<file path="src/rtl/ecg_layer_sequencer.sv">
// ecg_layer_sequencer: master sequencer stepping one ECG inference through load, per-layer param fetch and tile loops
// Ports: clk_cal/rst_cal_n clock and async active-low reset; cfg_we/cfg_addr/cfg_wdata config writes
//   (accepted in IDLE/FT_ADDR only); mode_cont, abort and done handshakes from SPI/MemCtrl/PE array;
//   mc_cs/or_cs one-hot states, layer_idx/tile_idx, snapshot ecg_saddr/wt_saddr/param_saddr/ecg_len,
//   busy, inf_done pulse, sticky err_timeout.
module ecg_layer_sequencer #(
  parameter int AW      = 32,
  parameter int LCNT_W  = 4,
  parameter int NT_W    = 8,
  parameter int LEN_W   = 12,
  parameter int TO_W    = 16,
  parameter int DEF_LYR = 9,
  parameter int DEF_LEN = 3600
) (
  input  logic              clk_cal,
  input  logic              rst_cal_n,
  input  logic              cfg_we,
  input  logic [2:0]        cfg_addr,
  input  logic [AW-1:0]     cfg_wdata,
  input  logic              mode_cont,
  input  logic              abort,
  input  logic              memct_init_cmplt,
  input  logic              spi_start,
  input  logic              spi_done,
  input  logic              ft_ecg_done,
  input  logic              ft_lyr_param_done,
  input  logic [NT_W-1:0]   lyr_nt_num,
  input  logic              ft_wt_done,
  input  logic              tile_cal_done,
  output logic [7:0]        mc_cs,
  output logic [3:0]        or_cs,
  output logic [LCNT_W-1:0] layer_idx,
  output logic [NT_W-1:0]   tile_idx,
  output logic [AW-1:0]     ecg_saddr,
  output logic [AW-1:0]     wt_saddr,
  output logic [AW-1:0]     param_saddr,
  output logic [LEN_W-1:0]  ecg_len,
  output logic              busy,
  output logic              inf_done,
  output logic              err_timeout
);
  typedef enum logic [7:0] {
    IDLE = 8'h01, FT_ADDR = 8'h02, ECG_UD = 8'h04, FT_ECG = 8'h08,
    FT_PARA = 8'h10, CONV_CAL = 8'h20, LY_DONE = 8'h40, INF_DONE = 8'h80
  } mc_t;
  typedef enum logic [3:0] {OR_IDLE = 4'h1, OR_FT_WT = 4'h2, OR_CAL = 4'h4, OR_DONE = 4'h8} or_t;
  mc_t mc_q, mc_d;
  or_t or_q, or_d;
  logic [AW-1:0] cfg_ecg, cfg_wt, cfg_param;
  logic [LCNT_W-1:0] cfg_nl, eff_layers;
  logic [LEN_W-1:0] cfg_len;
  logic [TO_W-1:0] cfg_to, wd_cnt;
  logic [NT_W-1:0] nt_q;
  logic last_tile, lyr_done, wd_run, wd_to, kill, cfg_ok, snap;
  assign eff_layers = cfg_nl == '0 ? LCNT_W'(1) : cfg_nl;
  assign last_tile = tile_idx == nt_q - NT_W'(1);
  assign lyr_done = or_q == OR_CAL && tile_cal_done && last_tile;
  assign wd_run = mc_q inside {FT_ECG, FT_PARA, CONV_CAL};
  assign wd_to = wd_run && cfg_to != '0 && wd_cnt == cfg_to;
  // watchdog expiry is treated exactly like the abort pin
  assign kill = abort | wd_to;
  assign cfg_ok = mc_q inside {IDLE, FT_ADDR};
  assign snap = mc_q == FT_ADDR && mc_d == ECG_UD;
  assign mc_cs = mc_q;
  assign or_cs = or_q;
  assign busy = mc_q inside {FT_ECG, FT_PARA, CONV_CAL, LY_DONE};
  assign inf_done = mc_q == INF_DONE;
  always_comb begin
    mc_d = mc_q;
    or_d = or_q;
    case (mc_q)
      IDLE:     mc_d = memct_init_cmplt ? FT_ADDR : IDLE;
      FT_ADDR:  mc_d = spi_start ? ECG_UD : FT_ADDR;
      ECG_UD:   mc_d = spi_done ? FT_ECG : ECG_UD;
      FT_ECG:   mc_d = ft_ecg_done ? FT_PARA : FT_ECG;
      FT_PARA:  mc_d = ft_lyr_param_done ? CONV_CAL : FT_PARA;
      CONV_CAL: mc_d = lyr_done ? LY_DONE : CONV_CAL;
      LY_DONE:  mc_d = layer_idx == eff_layers ? INF_DONE : FT_PARA;
      INF_DONE: mc_d = mode_cont ? FT_ADDR : IDLE;
      default:  mc_d = IDLE;
    endcase
    case (or_q)
      OR_IDLE:  or_d = mc_q == CONV_CAL ? OR_FT_WT : OR_IDLE;
      OR_FT_WT: or_d = ft_wt_done ? OR_CAL : OR_FT_WT;
      OR_CAL:   or_d = tile_cal_done ? (last_tile ? OR_DONE : OR_FT_WT) : OR_CAL;
      OR_DONE:  or_d = OR_IDLE;
      default:  or_d = OR_IDLE;
    endcase
    if (kill) begin
      mc_d = IDLE;
      or_d = OR_IDLE;
    end
  end
  always_ff @(posedge clk_cal or negedge rst_cal_n)
    if (!rst_cal_n) begin
      mc_q <= IDLE;
      or_q <= OR_IDLE;
      layer_idx <= '0;
      tile_idx <= '0;
      nt_q <= NT_W'(1);
      wd_cnt <= '0;
      err_timeout <= 1'b0;
      cfg_ecg <= '0;
      cfg_wt <= '0;
      cfg_param <= '0;
      cfg_nl <= LCNT_W'(DEF_LYR);
      cfg_len <= LEN_W'(DEF_LEN);
      cfg_to <= '0;
      ecg_saddr <= '0;
      wt_saddr <= '0;
      param_saddr <= '0;
      ecg_len <= '0;
    end else begin
      mc_q <= mc_d;
      or_q <= or_d;
      layer_idx <= mc_d == IDLE ? '0 :
                   mc_q == FT_ECG && mc_d == FT_PARA ? LCNT_W'(1) :
                   mc_q == LY_DONE && mc_d == FT_PARA ? layer_idx + LCNT_W'(1) : layer_idx;
      tile_idx <= kill || (or_q == OR_IDLE && or_d == OR_FT_WT) ? '0 :
                  or_q == OR_CAL && or_d == OR_FT_WT ? tile_idx + NT_W'(1) : tile_idx;
      nt_q <= mc_q == FT_PARA && mc_d == CONV_CAL ? (lyr_nt_num == '0 ? NT_W'(1) : lyr_nt_num) : nt_q;
      wd_cnt <= !wd_run || mc_d != mc_q || or_d != or_q ? '0 : wd_cnt + TO_W'(1);
      err_timeout <= wd_to ? 1'b1 : snap ? 1'b0 : err_timeout;
      if (cfg_we && cfg_ok)
        case (cfg_addr)
          3'd0:    cfg_ecg <= cfg_wdata;
          3'd1:    cfg_wt <= cfg_wdata;
          3'd2:    cfg_param <= cfg_wdata;
          3'd3:    cfg_nl <= cfg_wdata[LCNT_W-1:0];
          3'd4:    cfg_len <= cfg_wdata[LEN_W-1:0];
          3'd5:    cfg_to <= cfg_wdata[TO_W-1:0];
          default: ;
        endcase
      if (snap) begin
        ecg_saddr <= cfg_ecg;
        wt_saddr <= cfg_wt;
        param_saddr <= cfg_param;
        ecg_len <= cfg_len;
      end
    end
endmodule

</file>
<file path="config.mk">
export PLATFORM = sky130hd
export DESIGN_NAME = ecg_layer_sequencer
export DESIGN_NICKNAME = d
export VERILOG_FILES = /design/src/rtl/ecg_layer_sequencer.sv
export SDC_FILE = /design/constraint.sdc
export NUM_CORES = 1
export LEC_CHECK = 0
export BUFFER_PORTS_ARGS = -buffer_cell sky130_fd_sc_hd__buf_2
export CAP_MARGIN = 40
export CORE_MARGIN = 1
export CORE_UTILIZATION = 25
export CTS_BUF_LIST = sky130_fd_sc_hd__clkbuf_4
export CTS_CLUSTER_SIZE = 16
export DETAILED_ROUTE_END_ITERATION = 10
export SYNTH_ARGS = -nofsm -noshare
export SYNTH_HDL_FRONTEND = slang
export SYNTH_SLANG_ARGS = --single-unit
</file>
<file path="constraint.sdc">
create_clock -name clk_cal -period 4.1 [get_ports clk_cal]
set_clock_uncertainty 0.15 [all_clocks]
set_input_delay 0.41 -clock clk_cal [delete_from_list [all_inputs] [get_ports clk_cal]]
set_output_delay 0.41 -clock clk_cal [all_outputs]
set_load 0.05 [all_outputs]
</file>
* Yosys cells after proc, flatten, opt, wreduce, memory -nomap -nowiden
Cells that the tools add are included.
W data, S select, Z words.
** Storage, ports and cells
- Register bits :: 285
- Input bits :: 55
- Output and inout port bits :: 135
- Word-level logic and storage cells :: 105
** Cells by class
- $add $sub $neg :: 4
- Eq/ne operators :: 26
- Multiplexer cells :: 26
- Bitwise logic cells :: 1
- Reductions and logical operators :: 31
** Operators with widths (count)
- $pmux W8 S8 :: 1
- $mux W8 :: 5
- $mux W4 :: 8
- $add A16 B1 Y16 const B :: 1
- $eq A16 B16 Y1 :: 1
- $eq A8 B1 Y1 const B :: 2
- $eq A8 B3 Y1 const B :: 2
- $eq A8 B5 Y1 const B :: 2
- $eq A8 B6 Y1 const B :: 2
- $mux W16 :: 1
- $reduce_bool A16 Y1 :: 1
- $pmux W4 S3 :: 1
- $reduce_and A2 Y1 :: 6
- $logic_and A1 B1 Y1 :: 11
- $add A8 B1 Y8 const B :: 1
- $eq A4 B2 Y1 const B :: 2
- $eq A8 B2 Y1 const B :: 1
- $eq A8 B4 Y1 const B :: 1
- $eq A8 B7 Y1 const B :: 1
- $eq A8 B8 Y1 :: 1
- $eq A8 B8 Y1 const B :: 1
- $logic_not A8 Y1 :: 1
- $ne A8 B8 Y1 :: 1
- $sub A8 B1 Y8 const B :: 1
- 22 further kinds :: 33

* Logic depth before layout (Yosys ltp)
Gate-level depths: netlist (run 1).
- Depth after elaboration :: 11
- Gate-level depth with buffers :: 11
- Mapped depth without buffers :: 9

* Least setup slack after synthesis (run 1)
No wires, ideal clock.
- Kind :: reg-to-reg
- From :: reg mc_q[3], in the netlist mc_cs[3]
- To :: reg wd_cnt[10]
- Library setup time :: 123 ps
- Arrival time :: 3065 ps
- Data required time :: 3827 ps
- Path slack :: 761 ps
- Cell stages (with the launch flop) :: 11
- Path buffers :: 3
- Clock period less this slack :: 3339 ps
- Path through :: dfrtp_1 > clkbuf_1 > nor4_1 > o211ai_1 > nand3_1 > a311oi_1 > or3_1 > clkbuf_1 > o211ai_2 > buf_2 > nor3_1
** Between the ends
- Word-level cells in the longest chain between the ends :: 10
- Elaborated cells on any way between the ends :: 23
- Those cells by class :: eq/ne: 10; mux: 6; bitwise: 1; reduce/logical: 6
** RTL lines
- start, declared :: line 47 : mc_t mc_q, mc_d;
- start signal, assigned :: line 114 : mc_q <= mc_d;
- $eq A8 B4 Y1, or another cell as far along :: line 58, 71
- $reduce_bool A3 Y1 :: line 58 : assign wd_run = mc_q inside {FT_ECG, FT_PARA, CONV_CAL};
- $logic_and A1 B1 Y1 (2 in a row) :: line 59 : assign wd_to = wd_run && cfg_to != '0 && wd_cnt == cfg_to;
- $or A1 B1 Y1 :: line 61 : assign kill = abort | wd_to;
- $mux W8 * :: line 89 : if (kill) begin
- named net mc_d[0] :: line 47
- $ne A8 B8 Y1 * :: line 122 : wd_cnt <= !wd_run || mc_d != mc_q || or_d != or_q ? '0 : wd_cnt + TO_W'(1);
- $logic_or A1 B1 Y1 * (2 in a row) :: line 122
- $mux W16 * :: line 122
- end signal, assigned :: line 122
- end, declared :: line 52 : logic [TO_W-1:0] cfg_to, wd_cnt;
Mark *: on every way through the listed nets, which the timed path passes. The rest lies on a longest branch.
A chain may end at the register's enable or synchronous reset.

* Worst setup path in the final report (run 1)
- From :: reg cfg_to[14]
- To :: reg wt_saddr[24]
** Between the ends
- Word-level cells in the longest chain between the ends :: 7
- Elaborated cells on any way between the ends :: 8
- Those cells by class :: eq/ne: 2; mux: 1; bitwise: 1; reduce/logical: 4
** RTL lines
- start, declared :: line 52
- start signal, assigned :: line 131 : 3'd5: cfg_to <= cfg_wdata[TO_W-1:0];
- $reduce_bool A16 Y1 :: line 59
- $logic_and A1 B1 Y1 :: line 59
- $logic_and A1 B1 Y1 * :: line 59
- $or A1 B1 Y1 * :: line 61
- $mux W8 * :: line 89
- named net mc_d[2] :: line 47
- $eq A8 B3 Y1 * :: line 63 : assign snap = mc_q == FT_ADDR && mc_d == ECG_UD;
- $logic_and A1 B1 Y1 * :: line 63
- end signal, assigned :: line 136 : wt_saddr <= cfg_wt;
- end, declared :: line 35 : output logic [AW-1:0] wt_saddr,
Marked as above.

==> impl_metrics.ini, run 1 <==
[status]
outcome = complete, no violations

[placed_design]
postPlaceCellArea_um2 = 13800
place.detailed.instances = 1649
worst_setup_timing_slack_at_the_placement_stage_ns = 0.753
place_congestion = 0.823
port_buffers = 189
place_hpwl_um = 20000

[clock_network]
hold_buf_cts = 53
max-clock-path-buffers = 3
tritoncts.num_buffers = 80
h-tree-depth = 3
postCtsResizedCells = 0
clock_slew_seen_by_the_registers_of_the_worst_setup_and_hold_paths_ns = 0.06
cts_root_buf = clkbuf_4
clock_sink_count = 285
clkLatencyLatePin_ns = 0.80
tritoncts = built
number_of_post_cts_setup_repair_buffers = 0

[route]
routed_wirelength_um = 31100
via_count = 8232
route.antenna.remaining_nets = 0
drtIter0Drc = 382
drc_violation_count_after_routing = 0
viasPerCell = 4.47
routedWlPerCell_um = 16.9
detailedRoute.firstPassIterationCount = 4

[sta]
fin_ws_ns = 0.671
slew_viol_final = 0
finalSetupViolCount = 0
finalHoldWorstSlack_ns = 0.104
timing.final.crit_period_ns = 3.43
final_hold_viol_count = 0
worst-slew-pin-transition_ns = 0.965
rsz_0062_raised_after_global_routing = false
setup_total_negative_slack_ns = 0
layout_worst_path_cycle_share = 0.836
achievable-frequency_mhz = 292
relSlewSlack = 0.357

[synthesis]
mappedNetlistArea_um2 = 12000
postSynthNetCount = 927
synth_area_per_cell_um2 = 13.9
ys_seq_elements = 285
ys_async_sr_fraction = 1.00
synth_ff_type = dfrtp_1
synthesis.yosys.warnings = 0
synth_cells = 868
synth-seq-area-share = 0.594
synth_cell_type_count = 64
number_of_flops_mapped_to_enable_cells_by_yosys = 0

[pwr]
share_comb_of_total_power = 0.279
design_power_total_mw = 9.24
power.share.switching = 0.358
power.clock.fraction = 0.287
internal_power_mw = 5.93
static-leakage-power_nw = 7.29
seqPwrFrac = 0.433
power.net_switching_mw = 3.30
power_density_nw_per_um2 = 603
power.ir.vdd_worst_mv = 0.366

[critical_path]
timing.critical_path.to_type = flip-flop
critical_path_class = flip-flop to flip-flop
regToRegStartpoint = cfg_to[14]
crit_path_max_fanout = 109
worstReg2RegEnd = wt_saddr[24]
reg2regPathDepth = 8
regToRegSetupSlack_ns = 0.67
critPathArrivalTime_ns = 3.93
worstPathRequired_ns = 4.60
worstSetupStartpointType = flip-flop

[grt]
grt_start_max_net_pins = 118
grt_util_all_layers = 0.130
globalRoute.totalOverflow = 0
number_of_antenna_violations_at_the_first_check_in_global_routing = 1
number_of_global_route_vias_before_repair = 8627
wire_length_of_the_first_global_routing_pass_um = 49300

[min_path]
holdPathEnd = cfg_len[3]
worstHoldPathType = primary input to flip-flop
hold_start = cfg_we
worst_hold_path.num_cells = 4

[finish]
layout-drive-gt1-share = 0.496
fillCellCount = 4863
ff_latch_area_um2 = 7140
finalNetCount = 1228
layout_common_cells = dfrtp_1, mux2_2, buf_2
finish.instance_area_um2 = 15300
fin_util = 0.322
post_layout_instance_count_excluding_filler_cells = 1840
mostFrequentLayoutCell = dfrtp_1
multi_input_comb_area_um2 = 4660
area_delta_synth_final_pct = 27.4

[job]
drv.max_cap_violation_count = 0

[floorplanning]
core_region_area_um2 = 47600
die_width_um = 221
start_util = 0.253
std_cell_rows = 80
io_pins = 190
die_area_um2 = 49000
die_height_um = 221
layout make-up:
class / count / share of cell area
antenna: 2 / 0.000326
clock buffer: 118 / 0.0578
clock inverter: 18 / 0.00873
inverter: 11 / 0.00269
multi-input combinational: 532 / 0.304
sequential: 285 / 0.466
tap: 615 / 0.0502
timing repair buffer: 259 / 0.110
cells in the mapped netlist (4+ instances only):
| cell | number | area (um2) |
|---|---|---|
| and2_1 | 5 | 31.3 |
| nand3b_1 | 6 | 45.0 |
| ha_1 | 4 | 50.1 |
| nand3_1 | 18 | 90.1 |
| mux2_2 | 242 | 2730 |
| xor2_1 | 29 | 254 |
| nor3_1 | 28 | 140 |
| dfstp_2 | 9 | 236 |
| a21oi_1 | 10 | 50.1 |
| buf_2 | 23 | 115 |
| nand4_1 | 10 | 62.6 |
| dfrtp_1 | 276 | 6910 |
| nor2_1 | 31 | 116 |
| inv_1 | 11 | 41.3 |
| nand2_1 | 26 | 97.6 |
| or4_1 | 5 | 37.5 |
| o21ai_0 | 7 | 35.0 |
| nor2b_1 | 8 | 50.1 |
| xnor2_1 | 17 | 149 |
| and3_1 | 5 | 31.3 |
| nor4_1 | 16 | 100 |
| clkbuf_1 | 11 | 41.3 |
| o31ai_1 | 4 | 30.0 |
| or2_2 | 4 | 25.0 |
| nand2b_1 | 5 | 31.3 |
routing by layer:
layer	share of wire	vias up	global-route usage
met5	0	-	0
met4	0.026	0	0.0589
met3	0.067	57	0.0459
met2	0.48	215	0.210
met1	0.42	4174	0.156
li1	-	3786	-
how the worst max path moves through the flow:
| stage | from | to | slack [ns] | depth (start not counted) |
|---|---|---|---|---|
| finish | cfg_to[14] | wt_saddr[24] | 0.67 | 8 |
| floorplan | mc_cs[3] | wd_cnt[10] | 0.76 | 10 |
| detailed placement | mc_cs[2] | wd_cnt[7] | 0.75 | 7 |
| global placement | mc_cs[2] | ecg_saddr[24] | 0.77 | 7 |
| global route | mc_cs[2] | wt_saddr[22] | 0.50 | 9 |
| CTS | mc_cs[2] | wt_saddr[24] | 0.73 | 8 |
flip-flops by register name (all words and copies together), names as in the netlist:
| signal | count |
|---|---|
| cfg_len | 12 |
| mc_cs | 8 |
| ecg_saddr | 32 |
| nt_q | 8 |
| err_timeout | 1 |
| param_saddr | 32 |
| tile_idx | 8 |
| layer_idx | 4 |
| cfg_to | 16 |
| or_cs | 4 |
| ecg_len | 12 |
| cfg_wt | 32 |
| cfg_param | 32 |
| wt_saddr | 32 |
| cfg_nl | 4 |
| cfg_ecg | 32 |
| wd_cnt | 16 |
critical path, stage by stage (launching register included):
cell      delay (ns)
dfrtp_1         0.42
xor2_1          0.19
nor4_1          0.49
o211ai_1        0.21
o21bai_1        0.64
a21oi_1         0.12
nor2b_4         0.18
buf_12          0.21
mux2_2          0.44
power groups by stage:
stage	combinational [mW]	clock, mW	sequential (mW)
global placement	2.54	0	4.02
floorplan	0.822	0	5.06
CTS	2.62	2.80	4.01
detailed placement	2.57	0	4.06
finish	2.58	2.65	4.00
global route	2.74	2.93	4.11
cell families after synthesis:
group	after synthesis	share of synthesized area
DFF	285	0.594
muxes	245	0.229
and+or+nand+nor	185	0.0862
AOI/OAI and AO/OA	52	0.0331
buffers and inverters	51	0.0205
xor gates and xnor gates	46	0.0335
adders and majority gates	4	0.00416
Power figures use the tool's default switching activity.
==> inputs of run 2 (changes only) <==
--- a/config.mk
+++ b/config.mk
@@ -5,6 +5,7 @@
 export SDC_FILE = /design/constraint.sdc
 export NUM_CORES = 1
 export LEC_CHECK = 0
+export ABC_AREA = 1
 export BUFFER_PORTS_ARGS = -buffer_cell sky130_fd_sc_hd__buf_2
 export CAP_MARGIN = 40
 export CORE_MARGIN = 1
==> constraint.sdc (replaced) <==
create_clock -name clk_cal -period 3.32 [get_ports clk_cal]
set_clock_uncertainty 0.15 [all_clocks]
set_input_delay 0.332 -clock clk_cal [delete_from_list [all_inputs] [get_ports clk_cal]]
set_output_delay 0.332 -clock clk_cal [all_outputs]
set_load 0.05 [all_outputs]
==> impl_metrics.ini, run 2 <==
[sta]
layout_worst_path_cycle_share = 0.942
slew_viol_final = 0
setup_total_negative_slack_ns = 0
final_hold_viol_count = 0
worst-slew-pin-transition_ns = 0.698
timing.final.crit_period_ns = 3.13
achievable-frequency_mhz = 320
rsz_0062_raised_after_global_routing = false
relSlewSlack = 0.535
finalSetupViolCount = 0

[clock_network]
cts_root_buf = clkbuf_4
clock_sink_count = 285
number_of_post_cts_setup_repair_buffers = 0
clkLatencyLatePin_ns = 0.78
h-tree-depth = 3
max-clock-path-buffers = 3
tritoncts.num_buffers = 78
tritoncts = built
clock_slew_seen_by_the_registers_of_the_worst_setup_and_hold_paths_ns = 0.07

[finish]
finalNetCount = 1724
layout_common_cells = nand2_1, dfrtp_1, buf_2
area_delta_synth_final_pct = 27.4
mostFrequentLayoutCell = nand2_1
post_layout_instance_count_excluding_filler_cells = 2348
layout-drive-gt1-share = 0.218

[synthesis]
synth_ff_type = dfrtp_1
synth.most_common_cell = nand2_1
synth_largest_area_cell = dfrtp_1
synthesis.yosys.warnings = 0
number_of_flops_mapped_to_enable_cells_by_yosys = 0
postSynthNetCount = 1431
synth_cell_type_count = 39
synth.cells.most_frequent = nand2_1, dfrtp_1, o21ai_0
yosys-top-cells-area = dfrtp_1, nand2_1, o21ai_0
synth-seq-area-share = 0.593
area_fraction_of_the_dominant_cell_type_after_synthesis = 0.574
ys_async_sr_fraction = 1.00
mappedNetlistArea_um2 = 12000
synth_cells = 1372
synth_area_per_cell_um2 = 8.77
ys_seq_elements = 285

[pwr]
design_power_total_mw = 10.1
static-leakage-power_nw = 8.23
power.ir.vdd_worst_mv = 0.212
power_density_nw_per_um2 = 656

[critical_path]
timing.critical_path.to_type = flip-flop
critical_path_class = flip-flop to flip-flop
crit_path_max_fanout = 16
timing.critical_path.cells = clkinv_2 > nand2_2 > nor2_1 > nand2_1 > inv_1 > nand2_1 > o211ai_1 > dlygate4sd3_1 > nand3_1 > nand2_1 > clkinv_1 > nor2_1 > nand2_1 > nor2_2 > nand2_4 > nor2_1
slowest_delay_ns = 0.64
worstPathRequired_ns = 3.87
critPathSlowestCell = dlygate4sd3_1
crit_top_cell = nand2_1
critPathArrivalTime_ns = 3.67
worstSetupStartpointType = flip-flop

[grt]
number_of_antenna_violations_at_the_first_check_in_global_routing = 5
number_of_global_route_vias_before_repair = 9933
grt_start_max_net_pins = 109
grt_util_all_layers = 0.137
wire_length_of_the_first_global_routing_pass_um = 52700
globalRoute.totalOverflow = 0

[floorplanning]
die_height_um = 221
std_cell_rows = 80
die_width_um = 221
die_area_um2 = 49000
core_region_area_um2 = 47600
start_util = 0.253
io_pins = 190

[job]
drv.max_cap_violation_count = 0

[route]
routed_wirelength_um = 33100
detailedRoute.firstPassIterationCount = 5
drtIter0Drc = 641
route.antenna.remaining_nets = 0
viasPerCell = 4.28
via_count = 10000
routedWlPerCell_um = 14.1
drc_violation_count_after_routing = 0

[min_path]
worstHoldPathType = primary input to flip-flop

[placed_design]
place.detailed.instances = 2139
place_hpwl_um = 21400
port_buffers = 189
place_congestion = 0.864

[status]
outcome = complete, no violations
==> run 2: cell families (layout without fill, tap and decap cells) <==
| kind of cell | count (synthesis) | in the layout | synth area share |
|---|---|---|---|
| buf+inv | 149 | 506 | 0.0502 |
| compound gates | 155 | 155 | 0.0659 |
| other cells | 0 | 4 | 0 |
| simple gates | 734 | 734 | 0.254 |
| fa+ha+maj | 4 | 4 | 0.00416 |
| flops | 285 | 285 | 0.593 |
| xor+xnor | 45 | 45 | 0.0327 |
==> run 2: layout make-up <==
cell class,count,area (um2)
Fill cell,4994,32300
Multi-Input combinational cell,938,4300
Clock inverter,36,190
Clock buffer,108,811
Timing Repair Buffer,263,1740
Inverter,99,374
Sequential cell,285,7140
Tap cell,615,769
Antenna cell,4,10.0
==> run 2: what timing repair did <==
| action | 4_1_cts | 5_1_grt |
|---|---|---|
| hold endpoints to repair | 432 | 0 |
| resized for setup | 0 | 0 |
| hold buffers | 61 | 0 |
==> run 2: routing by layer <==
layer	wire length, um	GRT usage	vias up
met5	0	0	-
met4	918	0.0661	0
met3	2260	0.0409	68
met2	15000	0.210	303
met1	14900	0.177	4724
li1	-	-	4952
==> run 2: metrics by stage <==
| stage | instance area (um2) | utilization | hold slack (ns) | worst slack (ns) |
|---|---|---|---|---|
| floorplan | 12000 | - | -0.114 | 0.626 |
| global placement | 13700 | 0.288 | 0.232 | 0.482 |
| detailed placement | 13700 | 0.288 | 0.231 | 0.421 |
| CTS | 15300 | 0.322 | 0.0962 | 0.268 |
| global route | 15300 | 0.322 | 0.159 | 0.0212 |
| finish | 15300 | 0.322 | 0.200 | 0.193 |
==> run 2: worst max-delay path: cells and delay by family, from the launching register on <==
family | cells | cell delay, ns
flip-flops | 1 | 0.50
buffers and inverters | 4 | 0.90
AO/OA/AOI/OAI | 1 | 0.14
AND/OR/NAND/NOR | 11 | 1.36
==> run 2: path summary, 6_finish.rpt <==
check,start,endpoint,slack (ns),cells after the start
max reg2reg,mc_cs[2],wd_cnt[0],0.19,16
min in group asynchronous,rst_cal_n,cfg_len[11],0.58,3
max,mc_cs[2],wd_cnt[0],0.19,16
max in group asynchronous,rst_cal_n,nt_q[0],2.03,4
min reg2reg,cfg_ecg[14],ecg_saddr[14],0.31,2
min,lyr_nt_num[3],nt_q[3],0.20,4
==> run 2: power breakdown <==
group	switching [mW]	total [mW]	internal, mW	leakage (nW)
clock	1.55	3.16	1.61	0.597
sequential	0.422	4.61	4.19	3.74
combinational	1.67	2.30	0.626	3.90
total	3.64	10.1	6.42	8.23
==> inputs of run 3 (changes only) <==
--- a/config.mk
+++ b/config.mk
@@ -8,11 +8,11 @@
 export ABC_AREA = 1
 export BUFFER_PORTS_ARGS = -buffer_cell sky130_fd_sc_hd__buf_2
 export CAP_MARGIN = 40
-export CORE_MARGIN = 1
 export CORE_UTILIZATION = 25
 export CTS_BUF_LIST = sky130_fd_sc_hd__clkbuf_4
 export CTS_CLUSTER_SIZE = 16
 export DETAILED_ROUTE_END_ITERATION = 10
+export REMOVE_ABC_BUFFERS = 1
 export SYNTH_ARGS = -nofsm -noshare
 export SYNTH_HDL_FRONTEND = slang
 export SYNTH_SLANG_ARGS = --single-unit
==> constraint.sdc (replaced) <==
create_clock -name clk_cal -period 3.8 [get_ports clk_cal]
set_clock_uncertainty 0.15 [all_clocks]
set_input_delay 0.38 -clock clk_cal [delete_from_list [all_inputs] [get_ports clk_cal]]
set_output_delay 0.38 -clock clk_cal [all_outputs]
set_load 0.05 [all_outputs]
==> impl_metrics.ini, run 3 (synthesis gave the netlist of run 2 again) <==
[status]
outcome = complete, no violations

[route]
met1_length_um = 14300
route.met2.wl_um = 14000
total_length_of_routed_met3_wires_um = 1920
routedWlPerCell_um = 13.1
routed.top_layer = met4
viasPerCell = 4.19
detailedRoute.firstPassIterationCount = 4
via_count = 9853
route.antenna.remaining_nets = 0
routed_wirelength_um = 30900
drc_violation_count_after_routing = 0
drtIter0Drc = 591

[pwr]
power.ir.vdd_worst_mv = 0.168
power_density_nw_per_um2 = 582
design_power_total_mw = 8.96
static-leakage-power_nw = 8.28

[floorplanning]
core_region_area_um2 = 47600
std_cell_rows = 80
die_height_um = 221
die_area_um2 = 49000
io_pins = 190
start_util = 0.253
die_width_um = 221

[critical_path]
critPathArrivalTime_ns = 3.60
crit_path_max_fanout = 16
worstPathRequired_ns = 4.36
critical_path_class = flip-flop to flip-flop
worstSetupStartpointType = flip-flop
timing.critical_path.to_type = flip-flop

[clock_network]
postCtsResizedCells = 0
clock_sink_count = 285
cts_root_buf = clkbuf_4
number_of_post_cts_setup_repair_buffers = 0
h-tree-depth = 3
max-clock-path-buffers = 3
clkLatencyLatePin_ns = 0.79
tritoncts = built
tritoncts.num_buffers = 83
clock_slew_seen_by_the_registers_of_the_worst_setup_and_hold_paths_ns = 0.06
hold_buf_cts = 65

[grt]
number_of_global_route_vias_before_repair = 9913
wire_length_of_the_first_global_routing_pass_um = 50600
grt_start_max_net_pins = 109
number_of_antenna_violations_at_the_first_check_in_global_routing = 1
globalRoute.totalOverflow = 0
grt_util_all_layers = 0.129

[finish]
layout_common_cells = nand2_1, dfrtp_1, buf_2
mostFrequentLayoutCell = nand2_1
fillCellCount = 5052
finalNetCount = 1730
layout-drive-gt1-share = 0.224
finish.instance_area_um2 = 15400
fin_util = 0.323
post_layout_instance_count_excluding_filler_cells = 2350
area_delta_synth_final_pct = 27.9

[sta]
worst-slew-pin-transition_ns = 0.741
relSlewSlack = 0.506
fin_ws_ns = 0.759
achievable-frequency_mhz = 329
layout_worst_path_cycle_share = 0.800
rsz_0062_raised_after_global_routing = false
timing.final.crit_period_ns = 3.04
final_hold_viol_count = 0
finalSetupViolCount = 0
slew_viol_final = 0

[min_path]
worstHoldPathType = primary input to async pin

[placed_design]
postPlaceCellArea_um2 = 13700
place.detailed.instances = 2136
place_congestion = 0.851
port_buffers = 189
worst_setup_timing_slack_at_the_placement_stage_ns = 1.00
place_hpwl_um = 19000

[job]
drv.max_cap_violation_count = 0
-- run 3: cell types whose count changed in the layout (fill, tap and decap cells not counted), moves of 2 or more --
cell	before	now
buf_4	8	6
clkinv_2	10	6
diode_2	4	1
dlygate4sd3_1	60	65
clkbuf_4	108	127
clkinv_1	23	11
-- run 3: layout make-up --
cell class	instances	area, um2	area share
Antenna cell	1	2.50	0.000163
Timing Repair Buffer	264	1730	0.112
Clock buffer	127	953	0.0619
Clock inverter	21	124	0.00805
Sequential cell	285	7140	0.464
Multi-Input combinational cell	938	4300	0.279
Tap cell	615	769	0.0500
Inverter	99	375	0.0244
-- run 3: power by group --
group          internal [mW]  leakage (nW)  total (mW)  switching [mW]
clock                   1.59         0.649        2.95            1.36
combinational          0.555          3.89        1.99            1.43
sequential              3.66          3.74        4.02           0.360
-- run 3: layer usage --
| metal | GRT usage | up-vias |
|---|---|---|
| li1 | - | 4936 |
| met1 | 0.163 | 4585 |
| met2 | 0.206 | 278 |
| met3 | 0.0355 | 54 |
| met4 | 0.0558 | 0 |
| met5 | 0 | - |
-- run 3: path summary, 6_finish.rpt --
path	start	endpoint	slack, ns	depth (start not counted)
hold / removal	rst_cal_n	wt_saddr[30]	0.11	2
setup / recovery	mc_cs[1]	wd_cnt[2]	0.76	16
setup reg to reg	mc_cs[1]	wd_cnt[2]	0.76	16
hold reg to reg	cfg_param[0]	param_saddr[0]	0.30	2
max in group asynchronous	rst_cal_n	cfg_len[4]	2.39	3
min in group clk_cal	lyr_nt_num[1]	nt_q[1]	0.26	4
-- run 3: stage by stage --
stage          hold slack (ns)  TNS (ns)
2_1_floorplan          -0.0656    -53.83
3_5_place_dp             0.304         0
3_3_place_gp             0.300         0
5_1_grt                 0.0818         0
4_1_cts                 0.0198         0
6_report                 0.110         0
-- run 3: critical path, cell delays in order (launching register included) --
cell           delay (ns)
dfrtp_1              0.43
inv_1                0.15
nand2_1              0.10
nor2_1               0.19
nand2_1              0.12
inv_1                0.09
nand2_1              0.05
o211ai_1             0.14
dlygate4sd3_1        0.61
nand3_1              0.09
nand2_1              0.09
clkinv_1             0.05
nor2_1               0.13
nand2_1              0.08
nor2_2               0.12
nand2_4              0.22
nor2_1               0.16
